[config.mk]
export PLATFORM = sky130hd
export DESIGN_NAME = uart_tx_arbiter
export DESIGN_NICKNAME = d
export VERILOG_FILES = /design/src/rtl/uart_tx_arbiter.sv
export SDC_FILE = /design/constraint.sdc
export NUM_CORES = 1
export LEC_CHECK = 0
export BUFFER_PORTS_ARGS = -buffer_cell sky130_fd_sc_hd__clkbuf_2
export CORE_UTILIZATION = 50
export DETAILED_ROUTE_END_ITERATION = 6
export PLACE_DENSITY = 0.8
export SYNTH_ARGS = -nofsm -noshare
export SYNTH_HDL_FRONTEND = slang
export SYNTH_SLANG_ARGS = --single-unit
[constraint.sdc]
create_clock -name clk -period 2.27 [get_ports clk]
set_input_delay 0.1135 -clock clk [delete_from_list [all_inputs] [get_ports clk]]
set_output_delay 0.1135 -clock clk [all_outputs]
set_load 0.01 [all_outputs]
[src/rtl/uart_tx_arbiter.sv]
// Round-robin arbiter sharing one UART transmitter among N_REQ byte-stream requesters.
// Locks onto one requester per message, with a per-grant byte cap (MAX_BURST).
module uart_tx_arbiter #(
  parameter int N_REQ     = 4,
  parameter int MAX_BURST = 16
) (
  input  logic                     clk,
  input  logic                     rst,
  input  logic [N_REQ-1:0]         i_req_valid,
  input  logic [8*N_REQ-1:0]       i_req_data,
  input  logic [N_REQ-1:0]         i_req_last,
  output logic [N_REQ-1:0]         o_req_ready,
  output logic [7:0]               o_tx_data,
  output logic                     o_tx_start,
  input  logic                     i_tx_busy,
  input  logic                     i_tx_done,
  output logic [N_REQ-1:0]         o_grant,
  output logic [$clog2(N_REQ)-1:0] o_grant_id,
  output logic                     o_locked
);

  localparam int IDW = $clog2(N_REQ);
  localparam int BCW = $clog2(MAX_BURST + 1);
  localparam logic [IDW:0]       N_REQ_W     = (IDW + 1)'(N_REQ);
  localparam logic [BCW-1:0]     MAX_BURST_W = BCW'(MAX_BURST);
  localparam logic [N_REQ-1:0]   ONE_HOT0    = N_REQ'(1);
  localparam logic [IDW-1:0]     IDX_ONE     = IDW'(1);
  localparam logic [BCW-1:0]     BURST_ONE   = BCW'(1);

  typedef enum logic [1:0] {
    ARB  = 2'd0,
    SEND = 2'd1,
    WAIT = 2'd2
  } state_t;

  state_t           state_r;
  logic [IDW-1:0]   rr_ptr_r;
  logic [BCW-1:0]   burst_cnt_r;
  logic             last_r;

  logic [N_REQ-1:0] eligible_s;
  logic [N_REQ-1:0] cand_s;
  logic [IDW:0]     pick_s;
  logic [IDW-1:0]   sel_s;
  logic             found_s;
  logic             take_s;
  logic [7:0]       sel_data_s;
  logic             release_s;

  // (a + b) mod N_REQ for indices already below N_REQ
  function automatic logic [IDW-1:0] add_mod(input logic [IDW-1:0] a, input logic [IDW-1:0] b);
    logic [IDW:0] sum;
    sum = {1'b0, a} + {1'b0, b};
    if (sum >= N_REQ_W) begin
      sum = sum - N_REQ_W;
    end else begin
      sum = sum;
    end
    return sum[IDW-1:0];
  endfunction

  // Returns {found, index} of the first candidate at or above ptr, wrapping; scanning
  // downward in offset lets the smallest offset overwrite the others.
  function automatic logic [IDW:0] pick(input logic [N_REQ-1:0] cand, input logic [IDW-1:0] ptr);
    logic [IDW-1:0] idx;
    logic [IDW:0]   res;
    res = {(IDW + 1){1'b0}};
    for (int i = N_REQ - 1; i >= 0; i--) begin
      idx = add_mod(ptr, IDW'(i));
      if (cand[idx]) begin
        res = {1'b1, idx};
      end else begin
        res = res;
      end
    end
    return res;
  endfunction

  // Candidate selection and the combinational accept strobe
  always_comb begin
    if (o_locked) begin
      eligible_s = o_grant;
    end else begin
      eligible_s = {N_REQ{1'b1}};
    end
    cand_s     = i_req_valid & eligible_s;
    pick_s     = pick(cand_s, rr_ptr_r);
    found_s    = pick_s[IDW];
    sel_s      = pick_s[IDW-1:0];
    take_s     = (state_r == ARB) && found_s && !i_tx_busy && !rst;
    sel_data_s = i_req_data[{sel_s, 3'b000} +: 8];
    release_s  = last_r || (burst_cnt_r == MAX_BURST_W);
    if (take_s) begin
      o_req_ready = ONE_HOT0 << sel_s;
    end else begin
      o_req_ready = {N_REQ{1'b0}};
    end
  end

  // Arbitration FSM with all outputs registered
  always_ff @(posedge clk or posedge rst) begin
    if (rst) begin
      state_r     <= ARB;
      o_tx_start  <= 1'b0;
      o_tx_data   <= 8'h00;
      o_grant     <= {N_REQ{1'b0}};
      o_grant_id  <= {IDW{1'b0}};
      o_locked    <= 1'b0;
      rr_ptr_r    <= {IDW{1'b0}};
      burst_cnt_r <= {BCW{1'b0}};
      last_r      <= 1'b0;
    end else begin
      o_tx_start <= 1'b0;
      case (state_r)
        ARB: begin
          if (take_s) begin
            o_tx_data  <= sel_data_s;
            o_grant    <= ONE_HOT0 << sel_s;
            o_grant_id <= sel_s;
            o_locked   <= 1'b1;
            last_r     <= i_req_last[sel_s];
            if (burst_cnt_r != MAX_BURST_W) begin
              burst_cnt_r <= burst_cnt_r + BURST_ONE;
            end else begin
              burst_cnt_r <= burst_cnt_r;
            end
            o_tx_start <= 1'b1;
            state_r    <= SEND;
          end else begin
            state_r <= ARB;
          end
        end
        SEND: begin
          state_r <= WAIT;
        end
        WAIT: begin
          if (i_tx_done) begin
            state_r <= ARB;
            // o_grant_id deliberately keeps the last owner after release
            if (release_s) begin
              o_locked    <= 1'b0;
              o_grant     <= {N_REQ{1'b0}};
              burst_cnt_r <= {BCW{1'b0}};
              rr_ptr_r    <= add_mod(o_grant_id, IDX_ONE);
            end else begin
              o_locked <= o_locked;
            end
          end else begin
            state_r <= WAIT;
          end
        end
        default: begin
          state_r <= ARB;
        end
      endcase
    end
  end

endmodule

Word-level counts from Yosys, hierarchy flattened:

Cells that the tools add are included.

* add/sub/neg operators: 10
* multipliers: 0
* divide/modulo/power cells: 0
* $lt $le $gt $ge: 10
* equal/unequal tests: 8
* shifts and indexed selects: 2
* muxes and demuxes: 39
* bitwise logic cells: 1
* reductions and logical operators: 12

Operator list (number)
* $shiftx A32 B6 Y8: 1
* $mux W4: 5
* $mux W5: 4
* $lt A2 B3 Y1 const B: 5
* $ge A3 B3 Y1 const B: 4
* $mux W2: 6
* $mux W3: 4
* $mux W1: 11
* $bmux W1 S2: 5
* $pmux W5 S2: 1
* $sub A2 B1 Y2 const B: 5
* $pmux W4 S2: 1
* $add A2 B1 Y3 const B: 2
* $add A2 B2 Y3 const B: 2
* $ne A2 B2 Y1 const B: 3
* $pmux W2 S3: 1
* $add A5 B1 Y5 const B: 1
* $eq A5 B5 Y1 const B: 1
* $ne A5 B5 Y1 const B: 1
* $reduce_and A5 Y1: 1
* $and A4 B4 Y4: 1
* $reduce_and A4 Y1: 1
* $shl A1 B2 Y4 const A: 1
* $ge A2 B3 Y1 const B: 1
* 11 further kinds: 14

* register bits after elaboration: 26
* bits in latches: 0
* RAM bits: 0
* memory bits (read-only): 0
* input bits: 44
* output and inout bits: 20
* logic and storage cells: 91
* memories: 0

Longest topological paths before layout:

* depth after elaboration: 14
* gate-level depth with buffers: 11
* mapped depth without buffers: 8

Least setup slack after synthesis:

Ideal clock, no wire load.

* path kind: register to register
* start point: register rr_ptr_r[0]
* end point: register o_grant[1]
* setup time: 0.118 ns
* data arrival time: 1.936 ns
* data required time: 2.152 ns
* setup slack: 0.216 ns
* stages on the path, launching flop included: 11
* buffers on the path: 3
* period minus slack after synthesis: 2.054 ns
* cell sequence: dfrtp_1 buf_6 mux2i_1 a21oi_4 a31oi_1 o21a_1 buf_6 and3_1 buf_6 and2_4 a21o_1

* longest elaborated chain between the ends: 14
* elaborated cells on any way between the ends: 35
* classes of those cells: 7 x add/sub; 4 x order compare; 1 x eq/ne; 1 x shift; 18 x mux; 4 x reduce/logical

Ends and longest elaborated chain
* start, declared: RTL line 37 `logic [IDW-1:0] rr_ptr_r;`
* start signal, assigned: RTL line 109 `rr_ptr_r <= {IDW{1'b0}};`
* start signal, assigned: RTL line 144 `rr_ptr_r <= add_mod(o_grant_id, IDX_ONE);`
* $add A2 B2 Y3: RTL line 53 `sum = {1'b0, a} + {1'b0, b};`
* $ge A3 B3 Y1 or $sub A2 B1 Y2 (tied branches): RTL line 54, 55
* $mux W2: RTL line 54 `if (sum >= N_REQ_W) begin`
* $bmux W1 S2: RTL line 70 `if (cand[idx]) begin`
* $mux W1 (not written as such): RTL line 70
* $mux W3 (3 in series): RTL line 70
* $mux W3 *: RTL line 70
* $logic_and A1 B1 Y1 (3 in series): RTL line 90 `take_s = (state_r == ARB) && found_s && !i_tx_busy && !rst;`
* $ne A2 B2 Y1 (no line)
* $reduce_and A4 Y1 (no line)
* end signal, assigned: RTL line 106 `o_grant <= {N_REQ{1'b0}};`
* end signal, assigned: RTL line 118 `o_grant <= ONE_HOT0 << sel_s;`
* end signal, assigned: RTL line 142 `o_grant <= {N_REQ{1'b0}};`
* end, declared: RTL line 17 `output logic [N_REQ-1:0] o_grant,`

Every way passes the cells marked *; elsewhere a longest branch is shown, timed or not. The select of a mux whose other input is x is not followed.
A chain may end at the register's enable or synchronous reset.

Worst setup path after layout:

* start point: register rr_ptr_r[0]
* end point: output port o_req_ready[1]

* longest elaborated chain between the ends: 13
* elaborated cells on any way between the ends: 32
* classes of those cells: 7 x add/sub; 4 x order compare; 1 x shift; 17 x mux; 3 x reduce/logical

Ends and longest elaborated chain
* $add A2 B2 Y3: RTL line 53
* $ge A3 B3 Y1 or $sub A2 B1 Y2 (tied branches): RTL line 54, 55
* $mux W2: RTL line 54
* $bmux W1 S2: RTL line 70
* $mux W1 (not written as such): RTL line 70
* $mux W3 (3 in series): RTL line 70
* $mux W3 *: RTL line 70
* $logic_and A1 B1 Y1 (3 in series): RTL line 90
* $mux W4 *: RTL line 93 `if (take_s) begin`
* end, declared: RTL line 12 `output logic [N_REQ-1:0] o_req_ready,`

Marked as above.

==> reports/qor.yml <==
power:
  seqPwrFrac: 0.227
  power.density_nw_per_um2: 1470
  ir_drop_mv: 0.795
  p_comb_frac: 0.688
  p_clk_frac: 0.085
  p_switching_w: 0.00179
  p_leak_nw: 1.30
  switching_share: 0.447
  p_int_w: 0.00221
clock_tree:
  cts_tree: "done"
  clock_sinks: 26
  root_buffer: "clkbuf_4"
  worstSkewPairLatency_ns: 0.34
  cts_made_buffers: 3
  htreeDepth: 1
  clk_pin_slew_ns: 0.16
  cts_buffer_depth: 2
cells_and_area:
  syn_to_final_growth_pct: 51.4
  drive_gt1_frac: 0.492
  n_antenna_cell: 0
  final_nets: 342
  instances_no_fill: 341
placement:
  dpl.cell_count: 320
  gp_congestion: 0.882
  io_buffers: 63
  dpl_worst_slack_ns: -0.119
  hpwl_um: 3550
grt:
  grt_pass1_wl_um: 8000
  grt_use_total: 0.287
  antenna_found_initial: 0
  grt_max_degree: 21
  grt_pass1_vias: 1767
  grt-ovfl-total: 0
min_path:
  hp-class: "primary input to register"
  min_path_cells: 3
routing:
  drt-pass1-iter-count: 4
  drc: 0
  num_vias: 1970
  via_per_inst: 5.78
  wl_um: 5800
  wl_per_cell_um: 17.0
  initialDrtViolationCount: 118
  drtAntennaViolNets: 0
synth:
  synth_fa_ha_area_frac: 0.0140
  netlist_instances: 199
  ys_seq_area_frac: 0.363
  synth_warnings: 0
  netlist_area_um2: 1790
  synthXorXnorAreaFrac: 0.0147
  synth_top_family_by_area: "compound AO/OA/AOI/OAI gates"
  synthArstFlopShare: 1.00
  ys_ff_latch: 26
  yosys.area_share.simple: 0.173
  syn_avg_cell_area_um2: 9.00
  synth-compound-area-share: 0.318
  synth-edff-count: 0
  yosys_most_used_dff: "dfrtp_1"
  synthMuxAreaShare: 0.0573
  synthesis.nets: 245
  synthDistinctLibCells: 45
sta:
  whs_ns: 0.0576
  setup_viol: 17
  period_minus_slack_ns: 2.41
  worst_slew_pin_slew_ns: 0.415
  slew_viol_final: 0
  fmax_mhz: 414
  fin_crit_sh: 1.06
  rsz0062_at_grt: "yes"
  relSlewSlack: 0.724
  fin_ws_ns: -0.143
  hold_viol_final: 0
  skew_ns: 0.00261
setup_path:
  path_common_cell: "buf_6"
  crit_chain: "buf_6 -> mux2i_2 -> a21o_1 -> nor2_2 -> o32ai_2 -> and3_4 -> and2_4 -> buf_6"
  cp_max_fo: 5
  crit_path_top_delay_cell: "dfrtp_2"
  worstPathRequired_ns: 2.16
  arrival_ns: 2.30
  ff2ff_path_depth: 11
  cp_slowest_stage_delay_ns: 0.44
  cp-end-kind: "output port"
  start_kind: "register"
  path_class: "register to output port"
die:
  coreArea_um2: 3390
  die_w_um: 61.9
  ioPinCount: 64
  row_count: 21
  dieHeight_um: 61.9
  start_util: 0.529
  dieArea_um2: 3830
run:
  cap_violations: 0
run_status:
  status: "finished with violations"
  violations: "setup timing"
[per-stage QoR]
stage,TNS [ns],instance area (µm²),total power (W),util
floorplan,0,1790,0.00222,-
global placement,-0.409,2270,0.00286,0.671
detailed placement,-1.06,2270,0.00291,0.671
CTS,-0.0543,2500,0.00349,0.737
global route,-2.28,2710,0.00423,0.800
finish,-1.07,2710,0.00400,0.800
[final timing paths]
check / start / endpoint / slack [ns]
setup / recovery: rr_ptr_r[0]$_DFFE_PP0P_ / o_req_ready[1] / -0.14
hold / removal: i_req_data[13] / o_tx_data[5]$_DFFE_PP0P_ / 0.06
setup reg to reg: rr_ptr_r[0]$_DFFE_PP0P_ / last_r$_DFFE_PP0P_ / -0.07
hold reg to reg: state_r[1]$_DFF_PP0_ / burst_cnt_r[2]$_DFFE_PP0P_ / 0.53
max in group asynchronous: rst / o_tx_start$_DFF_PP0_ / 1.49
min in group asynchronous: rst / o_grant[2]$_DFFE_PP0P_ / 0.22
[kinds of logic after synthesis]
kind of cell / count (synthesis)
compound gates: 80
mux: 10
simple gates: 60
xor+xnor: 3
buf+inv: 18
flops: 26
fa+ha+maj: 2
[what timing repair did]
item / CTS / global route
setup buffers: 10 / 5
cloned: 0 / 1
hold buffers: 1 / 0
pin swaps: 7 / 14
hold endpoints to repair: 6 / 0
endpoints found under the setup margin: 14 / 18
resized for setup: 22 / 37
[critical path: cells and delay by family (launching register included)]
family | cells | cell delay, ns
mux | 1 | 0.24
flops | 1 | 0.44
buf+inv | 2 | 0.24
compound gates | 2 | 0.55
simple gates | 3 | 0.47
[layout by cell type, fill, tap and decap left out, types with 3 or more instances in the layout]
master and instances:
inv_1 8, nand3_1 13, mux2i_4 5, and2_4 3
a22o_1 3, nand2_1 5, clkbuf_2 61, a21oi_4 4
buf_6 7, a21o_1 16, nor2b_1 7, nand2b_1 3
buf_12 3, a21oi_1 8, nor2b_4 3, buf_4 28
o21ai_0 15, a31oi_1 10, clkbuf_4 3, dfrtp_1 25
a21oi_2 5, nor2_1 16
[cell type report]
class	count	area (µm²)
Tap cell	46	57.6
Sequential cell	26	652
Multi-Input combinational cell	155	1230
Clock buffer	3	22.5
Clock inverter	1	30.0
Timing Repair Buffer	101	689
Inverter	9	33.8
Fill cell	214	677
[per-layer routing]
| metal | part of all wire | vias up | track usage | wire length [µm] |
|---|---|---|---|---|
| met5 | 0 | - | 0 | 0 |
| met2 | 0.51 | 93 | 0.498 | 2960 |
| met4 | 0.026 | 0 | 0.114 | 150 |
| met3 | 0.054 | 18 | 0.0414 | 314 |
| met1 | 0.41 | 936 | 0.360 | 2370 |
| li1 | - | 923 | - | - |
[cell usage after synthesis (2+ instances only)]
cell type	count	area share
a21o_1	17	0.071
a21oi_1	13	0.036
a21oi_2	2	0.0098
a21oi_4	2	0.018
a22o_1	3	0.015
a31oi_1	11	0.038
and2_1	3	0.010
buf_2	2	0.0056
buf_4	2	0.0084
buf_6	4	0.025
dfrtp_1	26	0.36
ha_1	2	0.014
inv_1	9	0.019
mux2_2	2	0.013
mux2i_1	8	0.045
nand2_1	5	0.010
nand2b_1	4	0.014
nand3_1	13	0.036
nor2_1	18	0.038
nor2b_1	11	0.038
o21ai_0	16	0.045
o2bb2ai_1	2	0.0098
xnor2_1	2	0.0098
[registers in the layout, summed over array words and instances, names as in the netlist]
| signal | count |
|---|---|
| burst_cnt_r | 5 |
| last_r | 1 |
| o_grant | 4 |
| o_grant_id | 2 |
| o_locked | 1 |
| o_tx_data | 8 |
| o_tx_start | 1 |
| rr_ptr_r | 2 |
| state_r | 2 |
[power groups by stage]
stage | registers, W | logic [W] | clock network (W)
after floorplan | 0.000880 | 0.00134 | 0
after global placement | 0.000878 | 0.00198 | 0
after detailed placement | 0.000882 | 0.00203 | 0
after CTS | 0.000873 | 0.00228 | 0.000334
after global routing | 0.000935 | 0.00294 | 0.000358
final | 0.000907 | 0.00275 | 0.000338
Note: power is estimated with default switching activity, not from simulation.
